## src/rtl/gesture_frame_ctrl_pkg.sv

```systemverilog
// Shared encodings for the gesture frame sequencer: FSM state codes and
// processing-mode codes understood by the downstream rgb2ycbcr / gesture chain.
package gesture_frame_ctrl_pkg;

  localparam logic [2:0] ST_IDLE = 3'd0;
  localparam logic [2:0] ST_SKIP = 3'd1;
  localparam logic [2:0] ST_ARM  = 3'd2;
  localparam logic [2:0] ST_RUN  = 3'd3;
  localparam logic [2:0] ST_GAP  = 3'd4;

  localparam logic [1:0] MODE_RGB     = 2'd0;
  localparam logic [1:0] MODE_YCBCR   = 2'd1;
  localparam logic [1:0] MODE_MASK    = 2'd2;
  localparam logic [1:0] MODE_OVERLAY = 2'd3;

endpackage

```

## src/rtl/frame_geom_meas.sv

```systemverilog
// Frame geometry tracker: vsync/valid edge detect, saturating pixel/line
// counters and a per-frame geometry error flag.
module frame_geom_meas
  import gesture_frame_ctrl_pkg::*;
#(
  parameter int EXP_PIX  = 640,
  parameter int EXP_LINE = 480,
  parameter int CNT_W    = 12
) (
  input  logic             clk,
  input  logic             rst_n,
  input  logic             in_vsync,
  input  logic             in_clken,
  input  logic             in_valid,
  output logic             vs_rise,
  output logic             vs_fall,
  output logic             err,
  output logic [CNT_W-1:0] pix_last,
  output logic [CNT_W-1:0] line_cnt
);

  logic             vs_d;
  logic             val_d;
  logic             line_end;
  logic             err_q;
  logic [CNT_W-1:0] pix_cnt;

  function automatic logic [CNT_W-1:0] sat_inc(input logic [CNT_W-1:0] v);
    return (&v) ? v : v + CNT_W'(1);
  endfunction

  assign vs_rise  = in_vsync & ~vs_d;
  assign vs_fall  = ~in_vsync & vs_d;
  assign line_end = val_d & ~in_valid & in_vsync;

  // The line-count check is folded in combinationally so the FSM sees the
  // complete verdict on the same edge that samples vs_fall.
  assign err = err_q | (line_cnt != CNT_W'(EXP_LINE));

  always_ff @(posedge clk) begin
    if (!rst_n) begin
      vs_d     <= 1'b0;
      val_d    <= 1'b0;
      pix_cnt  <= '0;
      line_cnt <= '0;
      pix_last <= '0;
      err_q    <= 1'b0;
    end else begin
      vs_d  <= in_vsync;
      val_d <= in_valid;

      if (vs_rise || line_end)
        pix_cnt <= '0;
      else if (in_clken && in_valid)
        pix_cnt <= sat_inc(pix_cnt);

      if (vs_rise)
        line_cnt <= '0;
      else if (line_end)
        line_cnt <= sat_inc(line_cnt);

      if (vs_rise)
        pix_last <= '0;
      else if (line_end)
        pix_last <= pix_cnt;

      if (vs_rise)
        err_q <= 1'b0;
      else if ((line_end && (pix_cnt != CNT_W'(EXP_PIX))) ||
               (vs_fall && (line_cnt != CNT_W'(EXP_LINE))))
        err_q <= 1'b1;
    end
  end

endmodule

```

## src/rtl/gesture_frame_ctrl.sv

```systemverilog
// Frame-level sequencer between camera capture and the gesture pipeline:
// skips settling frames, gates processing on whole frames, reports geometry.
module gesture_frame_ctrl
  import gesture_frame_ctrl_pkg::*;
#(
  parameter int SKIP_FRAMES = 10,
  parameter int EXP_PIX     = 640,
  parameter int EXP_LINE    = 480,
  parameter int CNT_W       = 12
) (
  input  logic             clk,
  input  logic             rst_n,
  input  logic             ctrl_start,
  input  logic             ctrl_stop,
  input  logic [1:0]       mode_req,
  input  logic             in_vsync,
  input  logic             in_clken,
  input  logic             in_valid,
  output logic             proc_en,
  output logic [1:0]       mode_cur,
  output logic             frame_start,
  output logic             frame_done,
  output logic             frame_err,
  output logic [15:0]      frame_cnt,
  output logic [CNT_W-1:0] meas_pix,
  output logic [CNT_W-1:0] meas_line,
  output logic             busy
);

  localparam int SKIP_W = (SKIP_FRAMES > 1) ? $clog2(SKIP_FRAMES) : 1;
  localparam logic [SKIP_W-1:0] SKIP_LAST =
    (SKIP_FRAMES > 0) ? SKIP_W'(SKIP_FRAMES - 1) : '0;

  logic              vs_rise;
  logic              vs_fall;
  logic              geom_err;
  logic [CNT_W-1:0]  pix_last;
  logic [CNT_W-1:0]  line_cnt;

  logic [2:0]        state;
  logic [2:0]        state_n;
  logic [SKIP_W-1:0] skip_cnt;
  logic [SKIP_W-1:0] skip_cnt_n;
  logic              stop_pend;
  logic              stop_pend_n;
  logic              accept;
  logic              finish;

  frame_geom_meas #(
    .EXP_PIX  (EXP_PIX),
    .EXP_LINE (EXP_LINE),
    .CNT_W    (CNT_W)
  ) u_geom (
    .clk      (clk),
    .rst_n    (rst_n),
    .in_vsync (in_vsync),
    .in_clken (in_clken),
    .in_valid (in_valid),
    .vs_rise  (vs_rise),
    .vs_fall  (vs_fall),
    .err      (geom_err),
    .pix_last (pix_last),
    .line_cnt (line_cnt)
  );

  always_comb begin
    state_n     = state;
    skip_cnt_n  = skip_cnt;
    stop_pend_n = stop_pend;
    accept      = 1'b0;
    finish      = 1'b0;
    case (state)
      ST_IDLE: begin
        stop_pend_n = 1'b0;
        if (ctrl_start && !ctrl_stop) begin
          skip_cnt_n = '0;
          state_n    = (SKIP_FRAMES == 0) ? ST_ARM : ST_SKIP;
        end
      end
      ST_SKIP: begin
        if (ctrl_stop)
          state_n = ST_IDLE;
        else if (vs_fall) begin
          if (skip_cnt == SKIP_LAST)
            state_n = ST_ARM;
          else
            skip_cnt_n = skip_cnt + SKIP_W'(1);
        end
      end
      // Entering on vs_rise only means a frame already under way is never taken.
      ST_ARM, ST_GAP: begin
        if (ctrl_stop)
          state_n = ST_IDLE;
        else if (vs_rise) begin
          accept  = 1'b1;
          state_n = ST_RUN;
        end
      end
      ST_RUN: begin
        if (ctrl_stop)
          stop_pend_n = 1'b1;
        if (vs_fall) begin
          finish      = 1'b1;
          stop_pend_n = 1'b0;
          state_n     = (stop_pend || ctrl_stop) ? ST_IDLE : ST_GAP;
        end
      end
      default: state_n = ST_IDLE;
    endcase
  end

  always_ff @(posedge clk) begin
    if (!rst_n) begin
      state       <= ST_IDLE;
      skip_cnt    <= '0;
      stop_pend   <= 1'b0;
      proc_en     <= 1'b0;
      mode_cur    <= 2'd0;
      frame_start <= 1'b0;
      frame_done  <= 1'b0;
      frame_err   <= 1'b0;
      frame_cnt   <= 16'd0;
      meas_pix    <= '0;
      meas_line   <= '0;
      busy        <= 1'b0;
    end else begin
      state       <= state_n;
      skip_cnt    <= skip_cnt_n;
      stop_pend   <= stop_pend_n;
      proc_en     <= (state_n == ST_RUN);
      busy        <= (state_n != ST_IDLE);
      frame_start <= accept;
      frame_done  <= finish;
      frame_err   <= finish & geom_err;
      if (accept)
        mode_cur <= mode_req;
      if (finish) begin
        frame_cnt <= frame_cnt + 16'd1;
        meas_pix  <= pix_last;
        meas_line <= line_cnt;
      end
    end
  end

endmodule

```

## config.mk

```make
export PLATFORM = sky130hd
export DESIGN_NAME = gesture_frame_ctrl
export DESIGN_NICKNAME = d
export VERILOG_FILES = /design/src/rtl/gesture_frame_ctrl_pkg.sv /design/src/rtl/frame_geom_meas.sv /design/src/rtl/gesture_frame_ctrl.sv
export SDC_FILE = /design/constraint.sdc
export NUM_CORES = 1
export LEC_CHECK = 0
export CAP_MARGIN = 20
export CORE_UTILIZATION = 25
export DETAILED_ROUTE_END_ITERATION = 16
export GPL_TIMING_DRIVEN = 0
export PLACE_DENSITY = 0.45
export SETUP_SLACK_MARGIN = 0.02
export SLEW_MARGIN = 20
export SYNTH_ARGS = -nofsm -noshare
export SYNTH_HDL_FRONTEND = slang
export SYNTH_HIERARCHICAL = 1
export SYNTH_SLANG_ARGS = --single-unit
export TNS_END_PERCENT = 5
```

## constraint.sdc

```tcl
create_clock -name clk -period 1.65 [get_ports clk]
set_input_delay 0.33 -clock clk [delete_from_list [all_inputs] [get_ports clk]]
set_output_delay 0.33 -clock clk [all_outputs]
set_load 0.02 [all_outputs]
```

==> After elaboration in Yosys (flattened, before gate mapping) <==
Cells that the tools add are included.
{ "word_totals": {"latchBits": 0, "memories": 0, "output_inout_bits": 47, "ramBits": 0, "in_bits": 9, "wordCells": 90, "ff_bits": 94, "rom_bits": 0} }
{ "classes": {"shifts": 0, "mux": 22, "addsub": 4, "bitwise_logic": 12, "reduce_logical": 21, "n_lt_le_gt_ge": 0, "div_mod_pow": 0, "eq_ne": 13, "n_mul": 0} }
{ "op_table": {"columns": ["cell", "n"], "rows": [
  ["adder 12 x 1 -> 12 bit, second input constant", 2],
  ["two-way mux 3 bit", 8],
  ["AND reduction 12 bit", 2],
  ["adder 16 x 1 -> 16 bit, second input constant", 1],
  ["two-way mux 4 bit", 4],
  ["!= test 12 x 10 -> 1 bit, second input constant", 1],
  ["!= test 12 x 9 -> 1 bit, second input constant", 1],
  ["case mux 3 bit (4 select lines)", 1],
  ["equality test 3 x 2 -> 1 bit, second input constant", 3],
  ["case mux 4 bit (2 select lines)", 1],
  ["two-way mux 1 bit", 7],
  ["!= test 2 bit, second input constant", 3],
  ["NOT 1 bit", 6],
  ["AND reduction 2 bit", 3],
  ["OR reduction 2 bit", 3],
  ["bitwise AND 1 bit", 5],
  ["AND reduction 5 bit", 1],
  ["adder 4 x 1 -> 4 bit, second input constant", 1],
  ["equality test 4 bit, second input constant", 1],
  ["logical AND 1 bit", 4],
  ["nonzero test 2 bit", 2],
  ["equality test 3 x 1 -> 1 bit, second input constant", 1],
  ["equality test 3 bit, second input constant", 1],
  ["logical NOT 3 bit", 1],
  ["7 further kinds", 9]
]} }

==> Depth between registers and ports, before layout <==
Gate-level depths: netlist of the first run.
{ "logic_depth": {"depth_word": 6, "depth_mapped": 7, "ltp_nobuf": 6} }

==> By module <==
The synthesis of the first run kept the hierarchy.
{ "by_module_without_submodules": {"columns": ["mod", "cells_each", "seq_area_each_um2", "instances", "area_per_inst_um2"], "rows": [
  ["gesture_frame_ctrl", 267, 1101.1, 1, 2299.7],
  ["frame_geom_meas", 224, 780.7, 1, 1848.0]
]} }

==> Worst setup path after synthesis of the first run <==
OpenSTA, ideal clock, no wires.
{ "synth_path": {"path_type": "input to register", "start": "in in_vsync", "end": "reg frame_cnt[15]", "setup_slack_ns": -0.120, "t_required_ns": 1.580, "n_path_buf": 1, "arrival_ns": 1.700, "stages": 6, "setup_time_ns": 0.070, "path_cell_list": "nor2b_1 > and4b_1 > buf_4 > nand3_2 > or4_1 > a21oi_1"} }
{ "synth_between": {"elab_chain_cells": 4} }
{ "synth_rtl": {"columns": ["element", "line_no", "text"], "rows": [
  ["start: declaration", "gesture_frame_ctrl.sv:16", "input logic in_vsync,"],
  ["NOT 1 bit", "frame_geom_meas.sv:33", "assign vs_fall = ~in_vsync & vs_d;"],
  ["bitwise AND 1 bit", "frame_geom_meas.sv:33", null],
  ["two-way mux 1 bit", "gesture_frame_ctrl.sv:102", "if (vs_fall) begin"],
  ["two-way mux 1 bit", "gesture_frame_ctrl.sv:72", "case (state)"],
  ["end signal: assignment", "gesture_frame_ctrl.sv:138", "frame_cnt <= frame_cnt + 16'd1;"],
  ["end: declaration", "gesture_frame_ctrl.sv:24", "output logic [15:0] frame_cnt,"]
]} }
Every way passes these cells.
A chain may end at the register's enable or synchronous reset.

==> Worst setup path in the final report of the first run <==
{ "layout_path": {"start": "reg u_geom.vs_d", "end": "reg frame_cnt[13]"} }
{ "layout_between": {"elab_chain_cells": 3} }
{ "layout_rtl": {"columns": ["element", "line_no", "text"], "rows": [
  ["start: declaration", "frame_geom_meas.sv:22", "logic vs_d;"],
  ["start signal: assignment", "frame_geom_meas.sv:49", "vs_d <= in_vsync;"],
  ["bitwise AND 1 bit", "frame_geom_meas.sv:33", null],
  ["via vs_fall", "gesture_frame_ctrl.sv:35", "logic vs_fall;"],
  ["two-way mux 1 bit", "gesture_frame_ctrl.sv:102", null],
  ["two-way mux 1 bit", "gesture_frame_ctrl.sv:72", null]
]} }
The timed path passes the listed nets, and every way through them passes these cells.

==> results.toml, run 1 <==
[status]
outcome = "finished with violations"
violations = "negative setup slack"

[synthesis]
synth_edf_count = 0
seq_area_frac_synth = 0.454
yosys_warnings = 6
synthCells = 491
synth_fp_nets = 507
ys_seq_elements = 94
synth_area_leader_cell = "dfxtp_1"
synth_cell_types = 58
synth_top_area_share = 0.454
async_reset_ff_frac = 0
synth.cell_area_um2 = 4150
dominantRegCellSynth = "dfxtp_1"
synth.area.top_cells = "dfxtp_1, nand2_1, a21oi_1"
avgSynthCellArea_um2 = 8.45

[floorplan]
die_y_um = 131
start_util = 0.258
coreArea_um2 = 16100
dieArea_um2 = 17100
io_pins = 56
rows = 46
die_w_um = 131

[critical_path]
crit_chain = "nor2b_4 > and4b_1 > buf_6 > nand3_4 > or4_4 > a21oi_1"
cp.depth = 6
start_kind = "register"
critPathMaxStageDelay_ns = 0.50
arrival_ns = 2.01
crit_family = "simple AND/OR/NAND/NOR gates"
cpMaxStageDelayCell = "or4_4"
worst_r2r_path_depth = 6
cp_max_fo = 6
cp.required_ns = 1.93
end_kind = "register"
critPathKind = "reg2reg"
worst-path-buf-inv = 1

[timing]
maxSlewHeadroom = 0.595
setup_viol = 8
setup_slack_ns = -0.0821
finalClockSkew_ns = 0.00734
fmax_mhz = 577
rsz0062_at_grt = "true"
fin_crit_ns = 1.73
post-route-period-util = 1.05
slew_viol_final = 0
worstMarginPinSlew_ns = 0.608
finalHoldViolCount = 0

[layout]
final_nets = 580
drive_gt1_frac = 0.169
diodes = 0
nFillCells = 1664
syn_to_final_growth_pct = 32.9

[clocking]
postCtsHoldBufs = 0
cts_made_buffers = 9
tritoncts = "done"
clk_latency_ns = 0.34
cts_root_buffer = "clkbuf_16"
clk_path_buf_depth = 2
cts.clk_slew.worst_paths_ns = 0.07
cts_sinks = 94
htreeDepth = 3

[placed_design]
preCtsSetupSlack_ns = -0.995
dp_hpwl_um = 7840
gp_congestion = 0.767
port_buffers = 55

[worst_hold_path]
worstHoldPathType = "in2reg"
hold_depth = 2

[drt]
dr.pass1.iters = 5
drc = 0
routed_wl_um = 11000
wire_per_inst_um = 14.1
vias = 3733
vias_per_cell = 4.76
ant_nets = 0
drt-initial-drc-count = 252

[power_and_ir_drop]
power_density_nw_per_um2 = 795
total_leakage_power_nw = 2.24
ir_worst_vdd_uv = 514
finalPower_mw = 4.38

[grt]
grt_first_pass_wirelength_um = 17300
grt_use_total = 0.133
grt_pass1_vias = 3345
gr-total-overflow = 0
antenna_found_initial = 0
grt_start_max_net_pins = 14

[flow_run]
max_cap_violations = 0
-- placed cells by master, fill, tap and decap left out, types with 8 or more instances in the layout --
cell,n
a21oi_1,59
dlymetal6s2s_1,13
clkdlybuf4s50_1,8
dfxtp_2,11
nor2_1,25
o31ai_1,9
or4_1,8
or3_1,8
nand2_1,90
o21ai_0,21
dfxtp_1,75
inv_1,12
clkbuf_1,8
clkbuf_16,9
nand4_1,10
dlygate4sd2_1,32
clkbuf_2,11
nand3_1,11
dfxtp_4,8
-- cell usage after synthesis (7+ instances only) --
cell type / number
nand2_1: 94
nand3_1: 11
a31oi_1: 7
or4_1: 13
o21ai_0: 21
nand4_1: 10
nor2b_1: 8
ha_1: 7
nor3_1: 7
a21oi_1: 62
o31ai_1: 9
or3_1: 9
clkbuf_1: 14
dfxtp_1: 94
nor2_1: 25
inv_1: 12
-- power by group --
part           total [mW]  switching (mW)  internal [mW]
logic               0.171           0.107         0.0636
registers            2.27         0.00800           2.27
clock network        1.94           0.841           1.10
-- routing by layer --
| metal | routed length (um) | global-route usage |
|---|---|---|
| met1 | 5450 | 0.179 |
| met2 | 5100 | 0.206 |
| met3 | 348 | 0.0277 |
| met4 | 121 | 0.0527 |
| met5 | 0 | 0 |
-- sequential cells by signal (all words and copies together), names as in the netlist --
signal and cells:
frame_cnt 16, meas_line 12, meas_pix 12, u_geom/line_cnt 12, u_geom/pix_cnt 12, u_geom/pix_last 12
skip_cnt 4, state 3, mode_cur 2, busy 1, frame_done 1, frame_err 1
frame_start 1, proc_en 1, stop_pend 1, u_geom/err_q 1, u_geom/val_d 1, u_geom/vs_d 1
-- timing repair --
item / 4_1_cts / 5_1_grt
setup endpoints to repair: 119 / 82
buffers inserted: 5 / 2
resized for setup: 67 / 58
pin swaps: 6 / 6
-- cells by family after synthesis --
family,share of synthesized area
simple gates,0.295
compound gates,0.159
flops,0.454
buf+inv,0.0419
xor+xnor,0.0169
fa+ha+maj,0.0211
mux,0.0121
-- worst paths after layout --
| check | start | endpoint | slack (ns) |
|---|---|---|---|
| hold reg to reg | meas_pix[2] | meas_pix[2] | 0.45 |
| hold / removal | in_valid | u_geom/val_d | 0.29 |
| setup reg to reg | u_geom/vs_d | frame_cnt[13] | -0.08 |
| setup / recovery | u_geom/vs_d | frame_cnt[13] | -0.08 |
-- cell type report --
cell class,count,area [um2],area share
multi-input combinational,360,2230,0.404
tap,216,270,0.0490
sequential,94,1930,0.349
buffer,25,179,0.0325
timing repair buffer,62,598,0.108
clock buffer,14,264,0.0479
clock inverter,1,5.00,0.000908
inverter,12,45.0,0.00817
-- worst reg2reg max path: stages (launching register included) --
cell and delay [ns]:
dfxtp_2 0.32, nor2b_4 0.22, and4b_1 0.24, buf_6 0.14, nand3_4 0.10, or4_4 0.50
a21oi_1 0.14
-- metrics by stage --
step | TNS [ns] | area, um2 | cells | utilization | hold WS, ns
after global routing | -2.16 | 5510 | 784 | 0.343 | 0.320
final | -0.274 | 5510 | 784 | 0.343 | 0.287
after CTS | -1.76 | 5350 | 782 | 0.333 | 0.439
after global placement | -56.67 | 4980 | 762 | 0.310 | 0.448
after detailed placement | -58.45 | 4980 | 762 | 0.310 | 0.448
after floorplan | -0.118 | 4160 | 491 | - | 0.418
Note: power is estimated with default switching activity, not from simulation.
==> run 2, diff against run 1 <==
--- a/config.mk
+++ b/config.mk
@@ -7,6 +7,7 @@
 export LEC_CHECK = 0
 export CAP_MARGIN = 20
 export CORE_UTILIZATION = 25
+export CTS_BUF_LIST = sky130_fd_sc_hd__clkbuf_4 sky130_fd_sc_hd__clkbuf_8
 export DETAILED_ROUTE_END_ITERATION = 16
 export GPL_TIMING_DRIVEN = 0
 export PLACE_DENSITY = 0.45
==> results.toml, run 2 (synthesis gave the netlist of run 1 again) <==
[layout]
final_cells = 786
diodes = 0
mostFrequentLayoutCells = "nand2_1, dfxtp_1, a21oi_1"
final_util = 0.335
design_area_um2 = 5380
layout_commonest_cell = "nand2_1"
syn_to_final_growth_pct = 29.7
nFillCells = 1697
final_nets = 582
largest_reg_flops = 16
drive_gt1_frac = 0.161
top_register = "frame_cnt"

[timing]
fmax_mhz = 575
finalHoldViolCount = 0
fin_crit_ns = 1.74
setup_viol = 5
worstMarginPinSlew_ns = 0.604
setup_slack_ns = -0.0881
slew_viol_final = 0
rsz0062_at_grt = "true"
post-route-period-util = 1.05
finalHoldWorstSlack_ns = 0.318
maxSlewHeadroom = 0.597
finalClockSkew_ns = 0.00797

[drt]
drc = 0
dr.pass1.iters = 4
routed_wl_um = 11000
drt-initial-drc-count = 248
vias_per_cell = 4.78
wire_per_inst_um = 14.0
vias = 3761
ant_nets = 0

[critical_path]
arrival_ns = 2.05
worst-path-buf-inv = 1
crit_family = "simple AND/OR/NAND/NOR gates"
start_kind = "register"
cp.required_ns = 1.96
critPathMaxStageDelay_ns = 0.50
cpMaxStageDelayCell = "or4_4"
critPathKind = "reg2reg"
end_kind = "register"
cp_max_fo = 6
r2r_slack_ns = -0.09
crit_chain = "nor2b_4 > and4b_1 > buf_6 > nand3_4 > or4_4 > a21oi_1"

[floorplan]
die_y_um = 131
dieArea_um2 = 17100
coreArea_um2 = 16100
die_w_um = 131
rows = 46
start_util = 0.258
io_pins = 56

[placed_design]
dp.cells = 762
dpl_cell_area_um2 = 4980
port_buffers = 55
dp_hpwl_um = 7840
gp_congestion = 0.767

[grt]
met2_usage = 0.205
use_met3 = 0.0277
grt_start_max_net_pins = 14
grt_use_total = 0.133
grt_pass1_vias = 3354
grt_first_pass_wirelength_um = 17300
antenna_found_initial = 0
use_met1 = 0.180
gr-total-overflow = 0
top_usage_layer = "met2"

[worst_hold_path]
worstHoldPathType = "in2reg"

[status]
outcome = "finished with violations"
violations = "negative setup slack"

[clocking]
tritoncts = "done"
htreeDepth = 3
clk_path_buf_depth = 2
cts.clk_slew.worst_paths_ns = 0.09
clk_latency_ns = 0.37
cts_sinks = 94
cts_root_buffer = "clkbuf_8"
cts_made_buffers = 9

[power_and_ir_drop]
finalPower_mw = 3.91
seqPwrFrac = 0.581
total_leakage_power_nw = 2.08
power.share.clock = 0.375
pwr-share-comb = 0.044
ir_worst_vdd_uv = 368
swShare = 0.232
power_density_nw_per_um2 = 726
p_sw_mw = 0.908
p_int_mw = 3.00

[flow_run]
max_cap_violations = 0
run 2: cell types whose count changed in the layout (fill, tap and decap cells not counted), sizes merged:
| cell | change |
|---|---|
| buf | +2 |
| clkdlybuf4s50 | -4 |
| dlymetal6s2s | -8 |
| dlygate4sd2 | +14 |
| clkbuf | -2 |
run 2: worst paths after layout:
check / startpoint / to / cells after the start
max: u_geom/vs_d / frame_cnt[13] / 6
min: ctrl_stop / state[2] / 2
max reg2reg: u_geom/vs_d / frame_cnt[13] / 6
min reg2reg: meas_pix[0] / meas_pix[0] / 2
run 2: cell type report:
class / instances / area [um2] / share of cell area
Buffer: 25 / 178 / 0.0330
Clock buffer: 14 / 174 / 0.0323
Clock inverter: 1 / 5.00 / 0.000930
Inverter: 12 / 45.0 / 0.00837
Multi-Input combinational cell: 360 / 2200 / 0.409
Sequential cell: 94 / 1930 / 0.358
Tap cell: 216 / 270 / 0.0502
Timing Repair Buffer: 64 / 586 / 0.109
run 2: repair_timing:
item,CTS,global route
pin swaps,7,5
resized for setup,79,37
setup endpoints to repair,130,79
cloned,0,0
buffers inserted,5,4
hold buffers,0,0
run 2: power by group through the flow:
stage / Clock, mW / Combinational (mW) / Sequential, mW
3_3_place_gp: 0 / 0.157 / 2.34
6_report: 1.47 / 0.172 / 2.27
3_5_place_dp: 0 / 0.157 / 2.34
5_1_grt: 1.62 / 0.192 / 2.27
2_1_floorplan: 0 / 0.0883 / 2.34
4_1_cts: 1.53 / 0.168 / 2.28
run 2: layer usage:
metal	share of wire	routed length, um	vias to the layer above
li1	-	-	1903
met1	0.49	5430	1793
met2	0.46	5120	54
met3	0.031	344	11
met4	0.012	129	0
met5	0	0	-
run 2: stage by stage:
step / TNS (ns) / worst slack, ns
detailed placement: -58.45 / -0.995
global route: -3.15 / -0.170
CTS: -1.09 / -0.157
finish: -0.227 / -0.0881
floorplan: -0.118 / -0.0374
global placement: -56.67 / -0.985
==> run 3, diff against run 2 <==
--- a/config.mk
+++ b/config.mk
@@ -6,11 +6,11 @@
 export NUM_CORES = 1
 export LEC_CHECK = 0
 export CAP_MARGIN = 20
-export CORE_UTILIZATION = 25
+export CORE_UTILIZATION = 45
 export CTS_BUF_LIST = sky130_fd_sc_hd__clkbuf_4 sky130_fd_sc_hd__clkbuf_8
 export DETAILED_ROUTE_END_ITERATION = 16
 export GPL_TIMING_DRIVEN = 0
-export PLACE_DENSITY = 0.45
+export PLACE_DENSITY = 0.71
 export SETUP_SLACK_MARGIN = 0.02
 export SLEW_MARGIN = 20
 export SYNTH_ARGS = -nofsm -noshare
==> constraint.sdc (replaced) <==
create_clock -name clk -period 1.65 [get_ports clk]
set_input_delay 0.4125 -clock clk [delete_from_list [all_inputs] [get_ports clk]]
set_output_delay 0.4125 -clock clk [all_outputs]
set_load 0.02 [all_outputs]
==> results.toml, run 3 (synthesis gave the netlist of run 1 again) <==
[layout]
top_register = "frame_cnt"
mostFrequentLayoutCells = "nand2_1, dfxtp_1, a21oi_1"
largest_reg_flops = 16
final_nets = 583
register_area_um2 = 1930
drive_gt1_frac = 0.177
multi_input_area_um2 = 2220
diodes = 0
nFillCells = 790
layout_commonest_cell = "nand2_1"
syn_to_final_growth_pct = 29.6

[status]
violations = "design-rule violations, negative setup slack"
outcome = "finished with violations"

[critical_path]
start_kind = "register"
cpMaxStageDelayCell = "or4_1"
cp_max_fo = 7
critPathKind = "reg2reg"
end_kind = "register"
crit_chain = "nand3_4 > or3_1 > buf_2 > or4_1 > a21oi_1"
arrival_ns = 2.01
worst_r2r_path_depth = 5
cp.required_ns = 1.94
worstReg2RegEnd = "u_geom/line_cnt[9]"
r2r_slack_ns = -0.07
r2r_start = "u_geom/line_cnt[5]"
critPathMaxStageDelay_ns = 0.51

[power_and_ir_drop]
total_leakage_power_nw = 2.54
power_density_nw_per_um2 = 709
finalPower_mw = 3.81
ir_worst_vdd_uv = 404

[floorplan]
io_pins = 56
start_util = 0.471
dieArea_um2 = 9600
rows = 34
die_y_um = 98.0
die_w_um = 98.0
coreArea_um2 = 8810

[timing]
slew_viol_final = 0
fmax_mhz = 580
finalHoldViolCount = 0
setup_slack_ns = -0.0733
worstMarginPinSlew_ns = 0.568
fin_crit_ns = 1.72
setup_viol = 2
rsz0062_at_grt = "true"
post-route-period-util = 1.04
maxSlewHeadroom = 0.621
finalClockSkew_ns = 0.0102

[placed_design]
dp_hpwl_um = 6960
gp_congestion = 0.898
preCtsSetupSlack_ns = -0.830
port_buffers = 55

[clocking]
htreeDepth = 3
tritoncts = "done"
cts.clk_slew.worst_paths_ns = 0.09
cts_root_buffer = "clkbuf_8"
cts_made_buffers = 9
clk_latency_ns = 0.36
cts_sinks = 94
clk_path_buf_depth = 2
postCtsHoldBufs = 0

[drt]
drt-initial-drc-count = 161
routed_wl_um = 10100
drc = 6
ant_nets = 0
dr.pass1.iters = 11
vias_per_cell = 5.56
wire_per_inst_um = 14.8
vias = 3778

[grt]
grt_pass1_vias = 3385
grt_first_pass_wirelength_um = 16200
gr-total-overflow = 0
antenna_found_initial = 0
grt_use_total = 0.208
grt_start_max_net_pins = 17

[flow_run]
max_cap_violations = 0

[worst_hold_path]
worstHoldPathType = "in2reg"
hold_end = "state[2]"
hold_depth = 2
hp-start = "ctrl_stop"
[run 3: changes by cell type in the layout (fill, tap and decap cells not counted), sizes merged, moves of 2 or more]
cell | previous run | this run
dlymetal6s2s | 5 | 40
clkdlybuf4s15 | 0 | 2
dlygate4sd2 | 46 | 11
clkdlybuf4s50 | 4 | 2
clkbuf | 31 | 24
buf | 17 | 20
clkinvlp | 0 | 5
[run 3: worst max-delay path by stage]
stage,startpoint,endpoint,slack (ns),depth (start not counted)
floorplan,in_vsync,frame_cnt[14],-0.02,6
CTS,u_geom/pix_cnt[0],u_geom/pix_cnt[10],-0.17,5
detailed placement,in_vsync,meas_pix[1],-0.83,8
global placement,in_vsync,meas_pix[1],-0.81,8
global route,u_geom/vs_d,meas_line[5],-0.16,6
finish,u_geom/line_cnt[5],u_geom/line_cnt[9],-0.07,5
[run 3: metal layers]
layer / GRT usage / wire (um) / vias to the layer above
met2: 0.346 / 4920 / 79
met5: 0 / 0 / -
met1: 0.272 / 4620 / 1779
li1: - / - / 1909
met4: 0.0490 / 100 / 0
met3: 0.0508 / 430 / 11
[run 3: layout make-up]
class / count / area share
sequential: 94 / 0.359
clock buffer: 9 / 0.0230
buffer: 25 / 0.0300
clock inverter: 7 / 0.00954
tap: 108 / 0.0251
inverter: 12 / 0.00838
timing repair buffer: 65 / 0.133
multi-input combinational: 360 / 0.412
[run 3: report_power, final]
part	total (mW)	leakage (nW)	internal (mW)	switching (mW)
combinational	0.167	1.70	0.0622	0.105
clock	1.37	0.0735	0.546	0.827
sequential	2.27	0.773	2.27	0.00678
total	3.81	2.54	2.88	0.938
[run 3: through the flow]
stage	cells	cell area, um2	hold WS (ns)	setup TNS, ns	util
floorplan	491	4180	0.432	-0.0524	-
global placement	654	4860	0.443	-50.87	0.552
detailed placement	654	4860	0.447	-53.80	0.552
CTS	675	5100	0.460	-4.16	0.579
global route	680	5380	0.422	-1.56	0.611
finish	680	5380	0.421	-0.0978	0.611
[run 3: critical path: cells and delay by family (launching register included)]
family,cells,cell delay [ns]
compound gates,1,0.13
simple gates,3,0.98
buf+inv,1,0.17
flops,1,0.40
[run 3: timing repair]
action | in CTS | in global routing
endpoints found under the setup margin | 135 | 118
resized for setup | 29 | 95
setup buffers | 5 | 5
pin swaps | 4 | 10
